===== config.mk =====
export PLATFORM = sky130hd
export DESIGN_NAME = tc_light_monitor
export DESIGN_NICKNAME = d
export VERILOG_FILES = /design/src/rtl/tc_pkg.sv /design/src/rtl/tc_light_tracker.sv /design/src/rtl/tc_light_monitor.sv
export SDC_FILE = /design/constraint.sdc
export NUM_CORES = 1
export LEC_CHECK = 0
export BUFFER_PORTS_ARGS = -buffer_cell sky130_fd_sc_hd__buf_2
export CAP_MARGIN = 20
export CELL_PAD_IN_SITES_DETAIL_PLACEMENT = 0
export CELL_PAD_IN_SITES_GLOBAL_PLACEMENT = 1
export CORE_MARGIN = 2
export CORE_UTILIZATION = 43
export CTS_BUF_LIST = sky130_fd_sc_hd__clkbuf_4 sky130_fd_sc_hd__clkbuf_8 sky130_fd_sc_hd__clkbuf_16
export CTS_CLUSTER_DIAMETER = 120
export DETAILED_ROUTE_END_ITERATION = 10
export PLACE_DENSITY_LB_ADDON = 0.1
export SLEW_MARGIN = 25
export SYNTH_ARGS = -nofsm -noshare
export SYNTH_HDL_FRONTEND = slang
export SYNTH_SLANG_ARGS = --single-unit

===== constraint.sdc =====
create_clock -name CLK -period 2.51 [get_ports CLK]
set_input_delay 0.6275 -clock CLK [delete_from_list [all_inputs] [get_ports CLK]]
set_output_delay 0.6275 -clock CLK [all_outputs]
set_load 0.01 [all_outputs]

===== src/rtl/tc_pkg.sv =====
// Shared light encodings, phase enum and helpers for the traffic-light monitor.
package tc_pkg;

    localparam logic [2:0] LIGHT_RED = 3'b100;
    localparam logic [2:0] LIGHT_YEL = 3'b010;
    localparam logic [2:0] LIGHT_GRN = 3'b001;

    localparam int YEL_CNT_W = 4;

    typedef enum logic [1:0] {
        S_INIT,
        S_GREEN,
        S_YELLOW,
        S_RED
    } phase_t;

    function automatic logic is_legal_light(input logic [2:0] code);
        return (code == LIGHT_RED) || (code == LIGHT_YEL) || (code == LIGHT_GRN);
    endfunction

    // Illegal codes map to S_INIT so the tracker restarts cleanly.
    function automatic phase_t light_to_phase(input logic [2:0] code);
        phase_t ph;
        case (code)
            LIGHT_RED: ph = S_RED;
            LIGHT_YEL: ph = S_YELLOW;
            LIGHT_GRN: ph = S_GREEN;
            default:   ph = S_INIT;
        endcase
        return ph;
    endfunction

endpackage


===== src/rtl/tc_light_tracker.sv =====
// Per-street phase tracker: follows the light sequence, times yellow phases,
// counts completed red-to-green cycles and emits one-cycle error pulses.
module tc_light_tracker
    import tc_pkg::*;
#(
    parameter int YELLOW_CYCLES = 5,
    parameter int CNT_W         = 8
) (
    input  logic             clk,
    input  logic             rst_n,
    input  logic             sample_valid,
    input  logic [2:0]       sample,
    output phase_t           state,
    output logic [CNT_W-1:0] cycles,
    output logic             seq_err,
    output logic             illegal_err,
    output logic             yel_err
);

    localparam logic [YEL_CNT_W-1:0] YEL_TARGET = YEL_CNT_W'(YELLOW_CYCLES);
    localparam logic [YEL_CNT_W-1:0] YEL_MAX    = '1;

    phase_t                 state_reg, state_next, obs;
    logic [YEL_CNT_W-1:0]   yel_cnt_reg, yel_cnt_next;
    logic [CNT_W-1:0]       cycles_reg, cycles_next;
    logic                   legal, move_ok;

    always_ff @(posedge clk) begin
        if (!rst_n) begin
            state_reg   <= S_INIT;
            yel_cnt_reg <= '0;
            cycles_reg  <= '0;
        end else begin
            state_reg   <= state_next;
            yel_cnt_reg <= yel_cnt_next;
            cycles_reg  <= cycles_next;
        end
    end

    always_comb begin
        legal        = is_legal_light(sample);
        obs          = light_to_phase(sample);
        state_next   = state_reg;
        yel_cnt_next = yel_cnt_reg;
        cycles_next  = cycles_reg;
        seq_err      = 1'b0;
        illegal_err  = 1'b0;
        yel_err      = 1'b0;
        move_ok      = 1'b1;

        case (state_reg)
            S_GREEN:  move_ok = (obs == S_GREEN)  || (obs == S_YELLOW);
            S_YELLOW: move_ok = (obs == S_YELLOW) || (obs == S_RED);
            S_RED:    move_ok = (obs == S_RED)    || (obs == S_GREEN);
            default:  move_ok = 1'b1;
        endcase

        if (sample_valid) begin
            if (!legal) begin
                illegal_err = 1'b1;
                yel_err     = (state_reg == S_YELLOW);
                state_next  = S_INIT;
            end else begin
                seq_err = !move_ok;
                if ((state_reg == S_YELLOW) && (obs != S_YELLOW))
                    yel_err = (yel_cnt_reg != YEL_TARGET);
                // The entering sample itself counts as the first yellow cycle.
                if (obs == S_YELLOW) begin
                    if (state_reg != S_YELLOW)
                        yel_cnt_next = YEL_CNT_W'(1);
                    else if (yel_cnt_reg != YEL_MAX)
                        yel_cnt_next = yel_cnt_reg + 1'b1;
                end
                if ((state_reg == S_RED) && (obs == S_GREEN))
                    cycles_next = cycles_reg + 1'b1;
                state_next = obs;
            end
        end
    end

    assign state  = state_reg;
    assign cycles = cycles_reg;

endmodule


===== src/rtl/tc_light_monitor.sv =====
// Passive checker for the traffic-controller light outputs with sticky error flags.
// Optional parade-rule checking is built when TC_LIGHT_MONITOR_PARADE_CHECK_EN is defined.
module tc_light_monitor
    import tc_pkg::*;
#(
    parameter int YELLOW_CYCLES = 5,
    parameter int CNT_W         = 8
) (
    input  logic             CLK,
    input  logic             RESET,
    input  logic [2:0]       L_A,
    input  logic [2:0]       L_B,
    input  logic             P,
    input  logic             R,
    output logic             ERR_ILLEGAL,
    output logic             ERR_SEQ,
    output logic             ERR_CONFLICT,
    output logic             ERR_YEL,
    output logic             ERR_PARADE,
    output logic             ERR_ANY,
    output logic [CNT_W-1:0] CYCLES_A,
    output logic [CNT_W-1:0] CYCLES_B
);

    localparam int NUM_ST = 2;

    logic [2:0]         samp_reg [NUM_ST];
    logic               samp_valid_reg;
    phase_t             st       [NUM_ST];
    logic [CNT_W-1:0]   cyc      [NUM_ST];
    logic [NUM_ST-1:0]  seq_p, ill_p, yel_p;
    logic               conflict_hit, parade_hit;
    logic               err_ill_reg, err_seq_reg, err_conf_reg, err_yel_reg, err_par_reg;

    // Sample stage; the valid bit keeps the first post-reset edge from checking stale data.
    always_ff @(posedge CLK) begin
        if (!RESET) begin
            samp_reg[0]    <= '0;
            samp_reg[1]    <= '0;
            samp_valid_reg <= 1'b0;
        end else begin
            samp_reg[0]    <= L_A;
            samp_reg[1]    <= L_B;
            samp_valid_reg <= 1'b1;
        end
    end

    genvar gi;
    generate
        for (gi = 0; gi < NUM_ST; gi++) begin : g_street
            tc_light_tracker #(
                .YELLOW_CYCLES(YELLOW_CYCLES),
                .CNT_W        (CNT_W)
            ) u_tracker (
                .clk         (CLK),
                .rst_n       (RESET),
                .sample_valid(samp_valid_reg),
                .sample      (samp_reg[gi]),
                .state       (st[gi]),
                .cycles      (cyc[gi]),
                .seq_err     (seq_p[gi]),
                .illegal_err (ill_p[gi]),
                .yel_err     (yel_p[gi])
            );
        end
    endgenerate

    assign conflict_hit = samp_valid_reg
                       && is_legal_light(samp_reg[0]) && is_legal_light(samp_reg[1])
                       && (samp_reg[0] != LIGHT_RED) && (samp_reg[1] != LIGHT_RED);

    logic unused_state;
    assign unused_state = ^st[0];

`ifdef TC_LIGHT_MONITOR_PARADE_CHECK_EN
    logic p_samp_reg, r_samp_reg, parade_mode_reg;

    // Release wins over request when both are sampled together.
    always_ff @(posedge CLK) begin
        if (!RESET) begin
            p_samp_reg      <= 1'b0;
            r_samp_reg      <= 1'b0;
            parade_mode_reg <= 1'b0;
        end else begin
            p_samp_reg <= P;
            r_samp_reg <= R;
            if (r_samp_reg)
                parade_mode_reg <= 1'b0;
            else if (p_samp_reg)
                parade_mode_reg <= 1'b1;
        end
    end

    // Only a street already held green may not leave green during a parade.
    assign parade_hit = samp_valid_reg && parade_mode_reg
                     && (st[1] == S_GREEN) && (samp_reg[1] != LIGHT_GRN);
`else
    logic unused_parade;
    assign unused_parade = ^{P, R, st[1]};
    assign parade_hit    = 1'b0;
`endif

    always_ff @(posedge CLK) begin
        if (!RESET) begin
            err_ill_reg  <= 1'b0;
            err_seq_reg  <= 1'b0;
            err_conf_reg <= 1'b0;
            err_yel_reg  <= 1'b0;
            err_par_reg  <= 1'b0;
        end else begin
            err_ill_reg  <= err_ill_reg  | (|ill_p);
            err_seq_reg  <= err_seq_reg  | (|seq_p);
            err_conf_reg <= err_conf_reg | conflict_hit;
            err_yel_reg  <= err_yel_reg  | (|yel_p);
            err_par_reg  <= err_par_reg  | parade_hit;
        end
    end

    assign ERR_ILLEGAL  = err_ill_reg;
    assign ERR_SEQ      = err_seq_reg;
    assign ERR_CONFLICT = err_conf_reg;
    assign ERR_YEL      = err_yel_reg;
    assign ERR_PARADE   = err_par_reg;
    assign ERR_ANY      = err_ill_reg | err_seq_reg | err_conf_reg | err_yel_reg | err_par_reg;
    assign CYCLES_A     = cyc[0];
    assign CYCLES_B     = cyc[1];

endmodule


Word-level counts from Yosys, hierarchy flattened
Memories as Yosys holds them, arrays and structs flattened.
Index checks and enable logic that the tools add are counted.
Widths: inputs -> output; s select.

operators by class
  add/subtract/negate cells = 4
  equality and inequality tests = 28
  muxes and demuxes = 28
  bitwise operators = 9
  reductions and logical operators = 29

operator list
  operator             count
  $add 8x1->8 const B  2
  $eq 2x2->1 const B   8
  $mux 1               16
  $mux 4               4
  $pmux 2 s3           2
  $logic_or 1x1->1     10
  $or 1x1->1           9
  $add 4x1->4 const B  2
  $eq 2x1->1 const B   4
  $logic_and 1x1->1    8
  $ne 2x2->1 const B   4
  $ne 4x3->1 const B   2
  $ne 4x4->1 const B   2
  $reduce_and 4->1     2
  $eq 3x1->1 const B   2
  $eq 3x2->1 const B   2
  $eq 3x3->1 const B   2
  $mux 3               2
  $ne 3x3->1 const B   2
  $pmux 1 s3           2
  $reduce_and 3->1     2
  $reduce_or 2->1      3
  $mux 2               2
  $reduce_bool 2->1    2
  $logic_not 1->1      2

storage, ports and cells
  register bits = 33
  memory bits (writable) = 6
  output and inout bits = 22
  logic and storage cells = 110
  memories = 1

memories
  name      depth  width  read ports  clocked after memory_dff  wr ports  RTL line                RTL
  samp_reg  2      3      2           0                         2         tc_light_monitor.sv:27  logic [2:0] samp_reg [NUM_ST];

Longest topological paths before layout
An unclocked memory read counts as a cell.

  word-level depth = 11
  depth in mapped cells = 10
  gate-level depth less buffers = 8

By module
A second synthesis with hierarchy kept.

second synthesis, totals
  cell total of the unflattened synthesis = 234
  area, all modules = 2083.2 sq um

by module, submodules not included
  module            times used  cells each  area each (sq um)
  tc_light_tracker  2           103         868.3
  tc_light_monitor  1           28          346.6

Worst setup path before layout
Ideal clock, no wire load.

  path type = reg-to-reg
  start point = memory samp_reg[0][2]
  end point = register g_street[0].u_tracker.cycles_reg[7]
  setup time = 70 ps
  arrival time = 2163 ps
  slack = 277 ps
  stages on the path, launching flop included = 9
  path buffers = 1
  cells stage by stage = dfxtp_1 buf_2 xor2_1 and2_1 ha_1 and3_1 o2111ai_4 or4_1 a21oi_1

RTL lines
  element               RTL line                RTL
  from (decl)           tc_light_monitor.sv:27
  to (signal assigned)  tc_light_tracker.sv:36  cycles_reg <= cycles_next;
  to (decl)             tc_light_tracker.sv:25  logic [CNT_W-1:0] cycles_reg, cycles_next;

==> flow_summary.toml <==
[global_route]
grt_max_degree = 27
grtUsageMet3 = 0.0278
gr-usage-met1 = 0.254
track_usage = 0.181
grt.busiest_layer = "met2"
antenna_found_initial = 0
grt-ovfl-total = 0
use_met2 = 0.280
grt_pass1_wl_um = 7910
first_global_vias = 1721

[route]
drc = 0
avgRoutedWirePerCell_um = 12.9
vias = 1856
wl_um = 4510
first_iter_violations = 49
viasPerCell = 5.32
firstDrtPassIters = 4
postRouteAntennaNets = 0

[timing]
setup_tns_ns = 0
tightestPinTransition_ns = 0.553
fin_crit_sh = 0.851
finalHoldViolCount = 0
holdWs_ns = 0.479
setup_viol = 0
slew_headroom = 0.631
fin_crit_ns = 2.14
skew_ns = 0.0128
grt_setup_unrepaired = "false"
finalMaxSlewViolations = 0
fmax_ghz = 0.468
setup_ws_ns = 0.373

[logic_synthesis]
synth.distinct_cells = 55
synth_nets = 272
yosys.area_share.simple = 0.253
syn_inst = 252
synth-edff-count = 0
synth_xor_area_frac = 0.0444
ys.flop_type = "dfxtp_1"
synthArstFlopShare = 0
synth_fa_ha_area_frac = 0.0569
synth-seq-cells = 39
syn_area_um2 = 2200
ys_seq_area_frac = 0.355
synth_compound_area_frac = 0.208
synth_top_family_by_area = "simple AND/OR/NAND/NOR gates"
synth_mux_area_frac = 0.0228
synth_area_per_cell_um2 = 8.72
yosysWarnings = 0

[clocking]
htree_levels = 2
cts_tree = "built"
clock_path_buffers = 2
cts_num_sinks = 39
cts.reportedPaths.clkPinSlew_ns = 0.08
root_buffer = "clkbuf_8"
clock_latency_ns = 0.29
cts_resized = 0
numCtsBuffers = 5
hold_buffers = 0
postCtsSetupBuffers = 0

[worst_setup_path]
end_kind = "flop"
worstSetupPathType = "flop to flop"
arrival_ns = 2.36
start_kind = "flop"
worstPathMaxFanout = 10
crit_required_ns = 2.74

[finish]
multiInputGateArea_um2 = 1290
largest_reg_flops = 16
layout_common_cells = "dfxtp_1 (39), buf_2 (28), nor2_1 (18), a21oi_1 (18), nand2_1 (13)"
nFillCells = 530
layout_commonest_cell = "dfxtp_1"
drive_above_1_share = 0.186
final_nets = 298
seqCellArea_um2 = 781
n_antenna_cell = 0
areaGrowthSynthToFinish_pct = 14.3

[pwr]
combPwrFrac = 0.111
powerDensity_nw_per_um2 = 539
leakage_nw = 1.00
p_sw_mw = 0.337
p_clk_frac = 0.406
ir_worst_vdd_mv = 0.362
intPower_mw = 1.02
netSwitchingFraction = 0.248
totalPowerFinal_mw = 1.35
seq_power_share = 0.483

[floorplanning]
start_util = 0.439
fp.dieH_um = 75.5
die_area_um2 = 5700
fp-row-count = 26
die_w_um = 75.5
core-area_um2 = 5010
num_io_pins = 32

[place]
preCtsSetupSlack_ns = 0.405
gp_congestion = 0.801
hpwlAfterDp_um = 3250
portBuffers = 28

[min_path]
hold_path_class = "flop to flop"

[run_status]
outcome = "finished, final reports clean"

[job]
cap_violations = 0
layout make-up:
type | instances | area share
clock buffer | 6 | 0.0329
clock inverter | 2 | 0.0139
inverter | 12 | 0.0179
multi-input combinational | 185 | 0.513
sequential | 39 | 0.311
tap | 70 | 0.0348
timing repair buffer | 35 | 0.0767
path summary, 6_finish.rpt:
path | startpoint | to | slack, ns | cells after the start
worst min register to register | g_street[0].u_tracker.cycles[7]$_SDFFE_PN0P_ | g_street[0].u_tracker.cycles[7]$_SDFFE_PN0P_ | 0.48 | 2
worst max register to register | samp_reg[0][5]$_SDFF_PN0_ | g_street[1].u_tracker.cycles[7]$_SDFFE_PN0P_ | 0.37 | 7
worst max-delay path | samp_reg[0][5]$_SDFF_PN0_ | g_street[1].u_tracker.cycles[7]$_SDFFE_PN0P_ | 0.37 | 7
worst min-delay path | g_street[0].u_tracker.cycles[7]$_SDFFE_PN0P_ | g_street[0].u_tracker.cycles[7]$_SDFFE_PN0P_ | 0.48 | 2
metrics by stage:
stage / utilization / area [um^2] / cells
final: 0.502 / 2510 / 349
after global routing: 0.502 / 2510 / 349
after CTS: 0.502 / 2510 / 349
after detailed placement: 0.478 / 2400 / 341
after global placement: 0.478 / 2400 / 341
after floorplan: - / 2200 / 252
power groups by stage:
stage	clock network, mW	registers [mW]	logic [mW]
3_3_place_gp	0	0.668	0.151
2_1_floorplan	0	0.661	0.120
4_1_cts	0.564	0.654	0.152
5_1_grt	0.593	0.658	0.174
3_5_place_dp	0	0.669	0.152
6_report	0.550	0.655	0.150
critical path: stages (launching register included):
cell and delay, ns:
dfxtp_1 0.53, nand2b_1 0.12, a21oi_1 0.27, ha_1 0.18
and3_1 0.26, nand4_1 0.15, or4_1 0.42, a21oi_1 0.15
cells in the mapped netlist (3+ instances only):
master / n / share of area
a21oi_1: 18 / 0.041
a31oi_1: 7 / 0.020
and2_1: 8 / 0.023
and3_1: 7 / 0.020
buf_2: 3 / 0.0068
buf_4: 3 / 0.010
clkbuf_1: 7 / 0.012
dfxtp_1: 39 / 0.36
ha_1: 10 / 0.057
inv_1: 12 / 0.020
mux2i_1: 5 / 0.023
nand2_1: 13 / 0.022
nand2b_1: 11 / 0.031
nand3_1: 5 / 0.011
nand4_1: 3 / 0.0085
nor2_1: 18 / 0.031
nor2b_1: 3 / 0.0085
nor3_1: 4 / 0.0091
o21ai_0: 10 / 0.023
o311ai_0: 3 / 0.012
o31ai_1: 4 / 0.014
o41ai_1: 3 / 0.012
or3_1: 5 / 0.014
or4_1: 5 / 0.017
xnor2_1: 3 / 0.012
xor2_1: 5 / 0.020
layer usage:
| layer | share of wire | vias up |
|---|---|---|
| met2 | 0.44 | 31 |
| met5 | 0 | - |
| met1 | 0.51 | 849 |
| met3 | 0.035 | 5 |
| met4 | 0.012 | 0 |
| li1 | - | 971 |
cell families (layout without fill, tap and decap cells):
group,after synthesis,after routing
AND/OR/NAND/NOR,97,97
AO/OA/AOI/OAI,63,63
flip-flops,39,39
buffers and inverters,28,55
adder cells (fa/ha/maj),10,10
XOR/XNOR,9,9
multiplexers,5,5
other,1,1
No activity file was read; power rests on OpenSTA's default activity.
